[src/rtl/step0_1_if.sv]
// Beat-stream interface for the BF II stage (step0_1): input and output lanes with their qualifiers.
interface step0_1_if #(
  parameter int LANES = 16,
  parameter int IN_W  = 10,
  parameter int OUT_W = 11
);
  logic                    din_valid;
  logic signed [IN_W-1:0]  din_re  [LANES];
  logic signed [IN_W-1:0]  din_im  [LANES];
  logic                    dout_valid;
  logic signed [OUT_W-1:0] dout_re [LANES];
  logic signed [OUT_W-1:0] dout_im [LANES];
  logic [4:0]              dout_idx;

  modport master (
    output din_valid, din_re, din_im,
    input  dout_valid, dout_re, dout_im, dout_idx
  );

  modport slave (
    input  din_valid, din_re, din_im,
    output dout_valid, dout_re, dout_im, dout_idx
  );
endinterface

[src/rtl/step0_1.sv]
// Second radix-2 butterfly stage (pair distance 8 beats) of the 512-point streaming FFT, single-delay-feedback.
// Optional output saturation to the input range is enabled by defining STEP0_1_SAT_EN.
module step0_1 #(
  parameter int LANES = 16,
  parameter int IN_W  = 10,
  parameter int OUT_W = 11,
  parameter int HALF  = 8
) (
  input logic      clk,
  input logic      rst,
  step0_1_if.slave bus
);

`ifdef STEP0_1_SAT_EN
  localparam logic signed [OUT_W-1:0] SAT_MAX = OUT_W'((1 << (IN_W-1)) - 1);
  localparam logic signed [OUT_W-1:0] SAT_MIN = OUT_W'(-(1 << (IN_W-1)));
`endif

  function automatic logic signed [OUT_W-1:0] sat_out(input logic signed [OUT_W-1:0] x);
`ifdef STEP0_1_SAT_EN
    if (x > SAT_MAX) return SAT_MAX;
    if (x < SAT_MIN) return SAT_MIN;
`endif
    return x;
  endfunction

  logic [4:0]              in_cnt;
  logic [2:0]              drain_cnt;
  logic                    drain_act;
  logic                    drain_g;
  logic signed [OUT_W-1:0] mem_re [HALF][LANES];
  logic signed [OUT_W-1:0] mem_im [HALF][LANES];

  logic                    vld_p1;
  logic [4:0]              dout_idx_p1;
  logic signed [OUT_W-1:0] dout_re_p1 [LANES];
  logic signed [OUT_W-1:0] dout_im_p1 [LANES];

  logic [2:0]              wr_k;
  logic                    pair_beat;
  logic signed [OUT_W-1:0] ext_re [LANES];
  logic signed [OUT_W-1:0] ext_im [LANES];
  logic signed [OUT_W-1:0] sum_re [LANES];
  logic signed [OUT_W-1:0] sum_im [LANES];
  logic signed [OUT_W-1:0] dif_re [LANES];
  logic signed [OUT_W-1:0] dif_im [LANES];

  assign wr_k      = in_cnt[2:0];
  assign pair_beat = bus.din_valid & in_cnt[3];

  // ---- p0: butterfly of buffered partner (earlier beat) with incoming beat
  always_comb begin
    for (int j = 0; j < LANES; j++) begin
      ext_re[j] = {{(OUT_W-IN_W){bus.din_re[j][IN_W-1]}}, bus.din_re[j]};
      ext_im[j] = {{(OUT_W-IN_W){bus.din_im[j][IN_W-1]}}, bus.din_im[j]};
      sum_re[j] = mem_re[wr_k][j] + ext_re[j];
      sum_im[j] = mem_im[wr_k][j] + ext_im[j];
      dif_re[j] = mem_re[wr_k][j] - ext_re[j];
      dif_im[j] = mem_im[wr_k][j] - ext_im[j];
    end
  end

  // Fill writes the raw beat, pair writes the difference back for the drain.
  // A drain read of the same slot sees the old value since the write is registered.
  always_ff @(posedge clk) begin
    if (bus.din_valid) begin
      for (int j = 0; j < LANES; j++) begin
        mem_re[wr_k][j] <= in_cnt[3] ? dif_re[j] : ext_re[j];
        mem_im[wr_k][j] <= in_cnt[3] ? dif_im[j] : ext_im[j];
      end
    end
  end

  // ---- p1: registered output, sums on pair beats, differences while draining
  always_ff @(posedge clk) begin
    if (!rst) begin
      in_cnt      <= '0;
      drain_cnt   <= '0;
      drain_act   <= 1'b0;
      drain_g     <= 1'b0;
      vld_p1      <= 1'b0;
      dout_idx_p1 <= '0;
      for (int j = 0; j < LANES; j++) begin
        dout_re_p1[j] <= '0;
        dout_im_p1[j] <= '0;
      end
    end else begin
      vld_p1 <= 1'b0;
      if (bus.din_valid) begin
        in_cnt <= in_cnt + 5'd1;
        if (in_cnt[3:0] == 4'hF) begin
          drain_act <= 1'b1;
          drain_cnt <= '0;
          drain_g   <= in_cnt[4];
        end
      end
      if (pair_beat) begin
        vld_p1      <= 1'b1;
        dout_idx_p1 <= {in_cnt[4], 1'b0, wr_k};
        for (int j = 0; j < LANES; j++) begin
          dout_re_p1[j] <= sat_out(sum_re[j]);
          dout_im_p1[j] <= sat_out(sum_im[j]);
        end
      end
      if (drain_act) begin
        vld_p1      <= 1'b1;
        dout_idx_p1 <= {drain_g, 1'b1, drain_cnt};
        for (int j = 0; j < LANES; j++) begin
          dout_re_p1[j] <= sat_out(mem_re[drain_cnt][j]);
          dout_im_p1[j] <= sat_out(mem_im[drain_cnt][j]);
        end
        drain_cnt <= drain_cnt + 3'd1;
        if (drain_cnt == 3'd7) drain_act <= 1'b0;
      end
    end
  end

  assign bus.dout_valid = vld_p1;
  assign bus.dout_idx   = dout_idx_p1;
  assign bus.dout_re    = dout_re_p1;
  assign bus.dout_im    = dout_im_p1;

endmodule

[src/flat_wrapper.sv]
// flat-port wrapper written by rule: the top's interface ports become plain ports
module step0_1_flat 
#(
  parameter int LANES = 16,
  parameter int IN_W  = 10,
  parameter int OUT_W = 11,
  parameter int HALF  = 8
)
  (clk, rst, bus_din_valid, bus_din_re, bus_din_im, bus_dout_valid, bus_dout_re, bus_dout_im, bus_dout_idx);
  step0_1_if #(.LANES(LANES), .IN_W(IN_W), .OUT_W(OUT_W)) bus_i ();
  input logic clk;
  input logic rst;
  input wire logic [$bits(bus_i.din_valid)-1:0] bus_din_valid;
  input wire logic [$bits(bus_i.din_re)-1:0] bus_din_re;
  input wire logic [$bits(bus_i.din_im)-1:0] bus_din_im;
  output wire logic [$bits(bus_i.dout_valid)-1:0] bus_dout_valid;
  output wire logic [$bits(bus_i.dout_re)-1:0] bus_dout_re;
  output wire logic [$bits(bus_i.dout_im)-1:0] bus_dout_im;
  output wire logic [$bits(bus_i.dout_idx)-1:0] bus_dout_idx;
  assign bus_i.din_valid = bus_din_valid;
  assign bus_i.din_re = {>>{bus_din_re}};
  assign bus_i.din_im = {>>{bus_din_im}};
  assign bus_dout_valid = bus_i.dout_valid;
  assign bus_dout_re = {>>{bus_i.dout_re}};
  assign bus_dout_im = {>>{bus_i.dout_im}};
  assign bus_dout_idx = bus_i.dout_idx;
  step0_1 #(.LANES(LANES), .IN_W(IN_W), .OUT_W(OUT_W), .HALF(HALF)) u_core (.clk(clk), .rst(rst), .bus(bus_i));
endmodule
[config.mk]
export PLATFORM = sky130hd
export DESIGN_NAME = step0_1_flat
export DESIGN_NICKNAME = d
export VERILOG_FILES = /design/src/rtl/step0_1_if.sv /design/src/rtl/step0_1.sv /design/src/flat_wrapper.sv
export SDC_FILE = /design/constraint.sdc
export NUM_CORES = 2
export LEC_CHECK = 0
export BUFFER_PORTS_ARGS = -buffer_cell sky130_fd_sc_hd__buf_4
export CAP_MARGIN = 20
export CORE_UTILIZATION = 40
export CTS_BUF_LIST = sky130_fd_sc_hd__clkbuf_2 sky130_fd_sc_hd__clkbuf_4 sky130_fd_sc_hd__clkbuf_8
export CTS_CLUSTER_SIZE = 16
export DETAILED_ROUTE_END_ITERATION = 6
export PLACE_DENSITY = 0.54
export SLEW_MARGIN = 0
export SYNTH_ARGS = -nofsm -noshare
export SYNTH_HDL_FRONTEND = slang
export SYNTH_SLANG_ARGS = --single-unit
[constraint.sdc]
create_clock -name clk -period 34 [get_ports clk]
set_clock_uncertainty 0.15 [all_clocks]
set_input_delay 3.4 -clock clk [delete_from_list [all_inputs] [get_ports clk]]
set_output_delay 3.4 -clock clk [all_outputs]
set_load 0.03 [all_outputs]
Word-level counts from Yosys, hierarchy flattened. Memories as Yosys holds them, arrays and structs flattened. A register that Yosys moved wholly into a read port is not among the register bits. Index checks and enable logic that the tools add are counted.

$add $sub $neg: 66. Equal/unequal tests: 2. Mux-type cells: 57. Bitwise logic cells: 1. Reductions and logical operators: 5.

Operators by type and width (count): $mux 176 (4); $add 11x10->11 (32); $mux 11 (32); $sub 11x10->11 (32); $mux 3 (11); $mux 5 (2); $mux 1 (8); $reduce_bool 2->1 (3); $add 5x1->5 const B (1); $eq 4x4->1 const B (1); $reduce_and 2->1 (2); $add 3x1->3 const B (1); $eq 3x3->1 const B (1); $and 1x1->1 (1).

Flip-flop bits (word level): 368. RAM bits: 2816. Bits of input ports: 323. Output and inout port bits: 358. Logic and storage cells: 171. Memories kept: 2.

Memories: u_core.mem_im (depth 8, bits a word 176, rd ports 2, clocked after Yosys merged registers in 2, wr ports 1, line step0_1.sv:32) `logic signed [OUT_W-1:0] mem_im [HALF][LANES];`; u_core.mem_re (depth 8, bits a word 176, rd ports 2, clocked after Yosys merged registers in 2, wr ports 1, line step0_1.sv:31) `logic signed [OUT_W-1:0] mem_re [HALF][LANES];`.

Logic depth before layout (Yosys ltp).
Word-level depth: 6. Mapped depth: 17. Depth with buffers taken out: 13.

Worst setup path before layout. OpenSTA, ideal clock, no wires.

Kind: input to register. Start point: input bus_din_valid. End point: memory u_core.mem_im[0][0] (netlist name), enable pin. Arrival time: 27.344 ns. Path slack: 5.009 ns. Stages: 3. Path buffers: 1. Cells stage by stage: buf_2 nand2b_1 nor3_1.

Cells in the longest elaborated chain, start to end: 2.

RTL lines: start: declaration (line flat_wrapper.sv:13) `input wire logic [$bits(bus_i.din_valid)-1:0] bus_din_valid;`; $mux 1 (line step0_1.sv:66) `if (bus.din_valid) begin`; $mux 1 (line step0_1.sv:69) `mem_im[wr_k][j] <= in_cnt[3] ? dif_im[j] : ext_im[j];`; end: declaration (line step0_1.sv:32).

Every way passes these cells.

==> results by group <==
Pwr
  – VDD IR-drop max: 0.0000386 V
  – Reg power frac: 44.8%
  – Gate power share: 15.2%
  – Internal power: 0.00714 W
  – Switch Pwr: 0.00261 W
  – Switching part of the total: 26.8%
  – Pwr per Cell Area: 49.9 nW/um^2
  – Cell leakage power: 66.3 nW
  – Clock power frac: 40.0%

Setup path
  – Arrival time at the worst endpoint: 8140 ps
  – Worst setup SP type: register
  – Worst Setup End Kind: register
  – CP Class: register to register
  – Peak per-stage delay on the critical path: 800 ps
  – Buf/Inv on CP: 5
  – CP delay by family, top: buffers and inverters
  – CP cell instances: buf_4, buf_12, buf_4, buf_4, mux2i_1, ha_1, inv_1, fa_1, a21oi_1, o21bai_1, or3_1, a211oi_1, xnor2_1, nand2_1, xnor2_1
  – CP required: 34760 ps
  – Crit-path slowest cell: dfxtp_4
  – Most used cell, CP: buf_4
  – Worst-path fanout max: 62

Die
  – Row Count: 240
  – Die width: 658 um
  – # IOs: 681
  – Initial core utilization: 40.3%
  – Area of the die: 433000 sq um
  – Total core area: 428000 sq um
  – Die extent in y: 658 um

Timing
  – Fin. Hold Viols: 0
  – Crit share post-route: 21.7%
  – Slew @ Worst Pin: 1220 ps
  – Fin Setup TNS: 0 ps
  – Fin crit period: 7380 ps
  – RSZ-0062 raised after global routing: false
  – Max transition margin: 18.4%
  – Max Freq: 136 MHz
  – Fin. max-slew vios: 0
  – Setup Viol. Count Final: 0

Clock tree
  – CTS Buf Count: 586
  – CTS clk-pin slew, worst paths: 60 ps
  – Clock buffer depth: 4
  – Post-CTS setup buffers: 0
  – Post-CTS Resized: 0
  – Clk_lat worst skew: 1220 ps
  – H-tree Lvls: 6
  – Clock sink total: 3190
  – Cts hold-fix bufs: 0
  – CTS tree: built
  – Clk root buf: clkbuf_8

Layout
  – Area delta synth->final: 13.5%
  – Fin nets: 13500
  – Final instance area: 196000 sq um
  – Layout cell share with drive strength beyond 1: 28.6%

Synth
  – Distinct cells, synth: 85
  – Commonest cells in the netlist: edfxtp_1 (2816), mux4_2 (1397), nand2_1 (712)
  – Top FF cell, synth: edfxtp_1
  – Synth top area share: 49.1%
  – Mean area per synthesized cell: 14.7 sq um
  – Top-count cell post-synth: edfxtp_1
  – Sequential fraction of the synthesis area: 53.4%
  – Top cell type by total area after synthesis: edfxtp_1
  – FFs w/ async S/R, synth: 0%
  – Seq cells post-synth: 3190
  – Synth Instances: 11800
  – Post-Syn Area: 172000 sq um
  – Post-synth EDFFs: 2816
  – Yosys warns: 0
  – Largest cells by area after synthesis: edfxtp_1 (49%), mux4_2 (18%), ha_1 (4.7%)
  – Syn Nets: 12800

Placed design
  – Dpl hpwl: 358 mm
  – Gpl congestion: 0.875
  – PortBufs: 680
  – Post-Place Cell Area: 183000 sq um

Hold path
  – Worst hold path startpoint: u_core.bus.dout_im[10]
  – Hold Crit Class: register to register

Route
  – Initial drt markers: 8862
  – DRC Markers: 0
  – Drt pass-1 iters: 7
  – Antenna viol nets, final: 0
  – Via density: 5.87
  – WL/cell: 30.6 um
  – DRT Wirelength: 570 mm
  – Vias: 109000

Run status
  – Status: completed

GRT
  – Initial antenna violation count: 69
  – Largest net degree at the start of global routing: 144
  – Vias in the first global route: 114000
  – Global-route usage over all layers: 25.8%
  – Global-route wire length before repair: 811 mm
  – Grt total ovfl: 0

Flow run
  – # Max-Cap Violations: 0
per-layer routing:
layer | up-vias | wire [um] | global-route usage, %
met2 | 3774 | 285000 | 44.7
li1 | 47000 | - | -
met3 | 939 | 31300 | 3.42
met1 | 57600 | 226000 | 32.1
met4 | 24 | 28200 | 11.9
met5 | - | 146 | 0
worst min-delay path: cells and delay by family (launching register included):
kind | cells | cell delay (ps)
simple gates | 1 | 50
compound gates | 1 | 60
flops | 1 | 330
area by class of cell:
cell class                      count  area [sq um]
Antenna cell                       32          80.1
Clock buffer                      840         10400
Clock inverter                    235          1970
Fill cell                       37600        232000
Inverter                          674          2540
Multi-Input combinational cell   7097         74400
Sequential cell                  3190         92100
Tap cell                         5687          7120
Timing Repair Buffer              871          6890
metrics by stage:
step | cells | utilization (%) | hold slack, ps | power [W] | setup slack, ps
detailed placement | 17500 | 42.8 | 313 | 0.00592 | 26420
finish | 18600 | 45.7 | 322 | 0.00975 | 26620
CTS | 18600 | 45.7 | 327 | 0.00982 | 26480
global placement | 17500 | 42.8 | 301 | 0.00590 | 26410
global route | 18600 | 45.7 | 354 | 0.0101 | 25930
floorplan | 11800 | - | 327 | 0.00556 | 5010
registers in the layout (all words and copies together) (netlist names), 3 cells and up, named ones only:
signal,cells
u_core.drain_cnt,3
u_core.bus.dout_im,176
u_core.bus.dout_idx,5
u_core.mem_im,1408
u_core.bus.dout_re,176
u_core.mem_re,1408
u_core.in_cnt,5
layout by cell type, fill, tap and decap left out, drive strengths merged, types with 23 or more instances in the layout:
master  netlist  routed
a211oi      120     120
a21o         49      49
a21oi       593     593
a311oi       33      33
a31oi        54      54
and3         43      43
buf         315     867
bufinv        0      23
clkbuf      476     844
clkinv        1     159
dfxtp       374     374
diode         0      32
edfxtp     2816    2816
fa           64      64
ha          645     645
inv         673     705
mux2        352     352
mux2i       456     456
mux4       1397    1397
nand2       712     712
nand2b       90      90
nand3        30      30
nor2        425     425
nor2b       153     153
nor3         70      70
o211a        79      79
o211ai       50      50
o21a         35      35
o21ai       537     537
o21bai      105     105
o221ai       30      30
o311ai       36      36
o31ai        70      70
or3          40      40
xnor2       533     533
xor2         73      73
final timing paths:
check                                              end  slack, ps  depth (start not counted)
worst min register to register  u_core.bus.dout_im[10]        320                          2
worst max register to register    u_core.mem_re[1][87]      26620                         15
worst max-delay path              u_core.mem_re[1][87]      26620                         15
worst min-delay path            u_core.bus.dout_im[10]        320                          2
cells by family (layout without fill, tap and decap cells):
logic type | after synthesis | after routing | share of synthesized area [%]
DFF | 3190 | 3190 | 53.4
muxes | 2205 | 2205 | 23.2
AOI/OAI and AO/OA | 1943 | 1943 | 7.15
and+or+nand+nor | 1634 | 1634 | 4.25
buffers and inverters | 1465 | 2620 | 3.45
adders and majority gates | 709 | 709 | 5.43
xor gates and xnor gates | 606 | 606 | 3.08
other | 0 | 32 | 0
power by group through the flow:
stage          registers (W)  logic [W]  clock network, W
3_3_place_gp         0.00444    0.00145                 0
4_1_cts              0.00437    0.00148           0.00397
3_5_place_dp         0.00445    0.00147                 0
5_1_grt              0.00438    0.00161           0.00413
2_1_floorplan        0.00449    0.00107                 0
6_report             0.00437    0.00148           0.00390
Note: power is estimated with default switching activity, not from simulation.
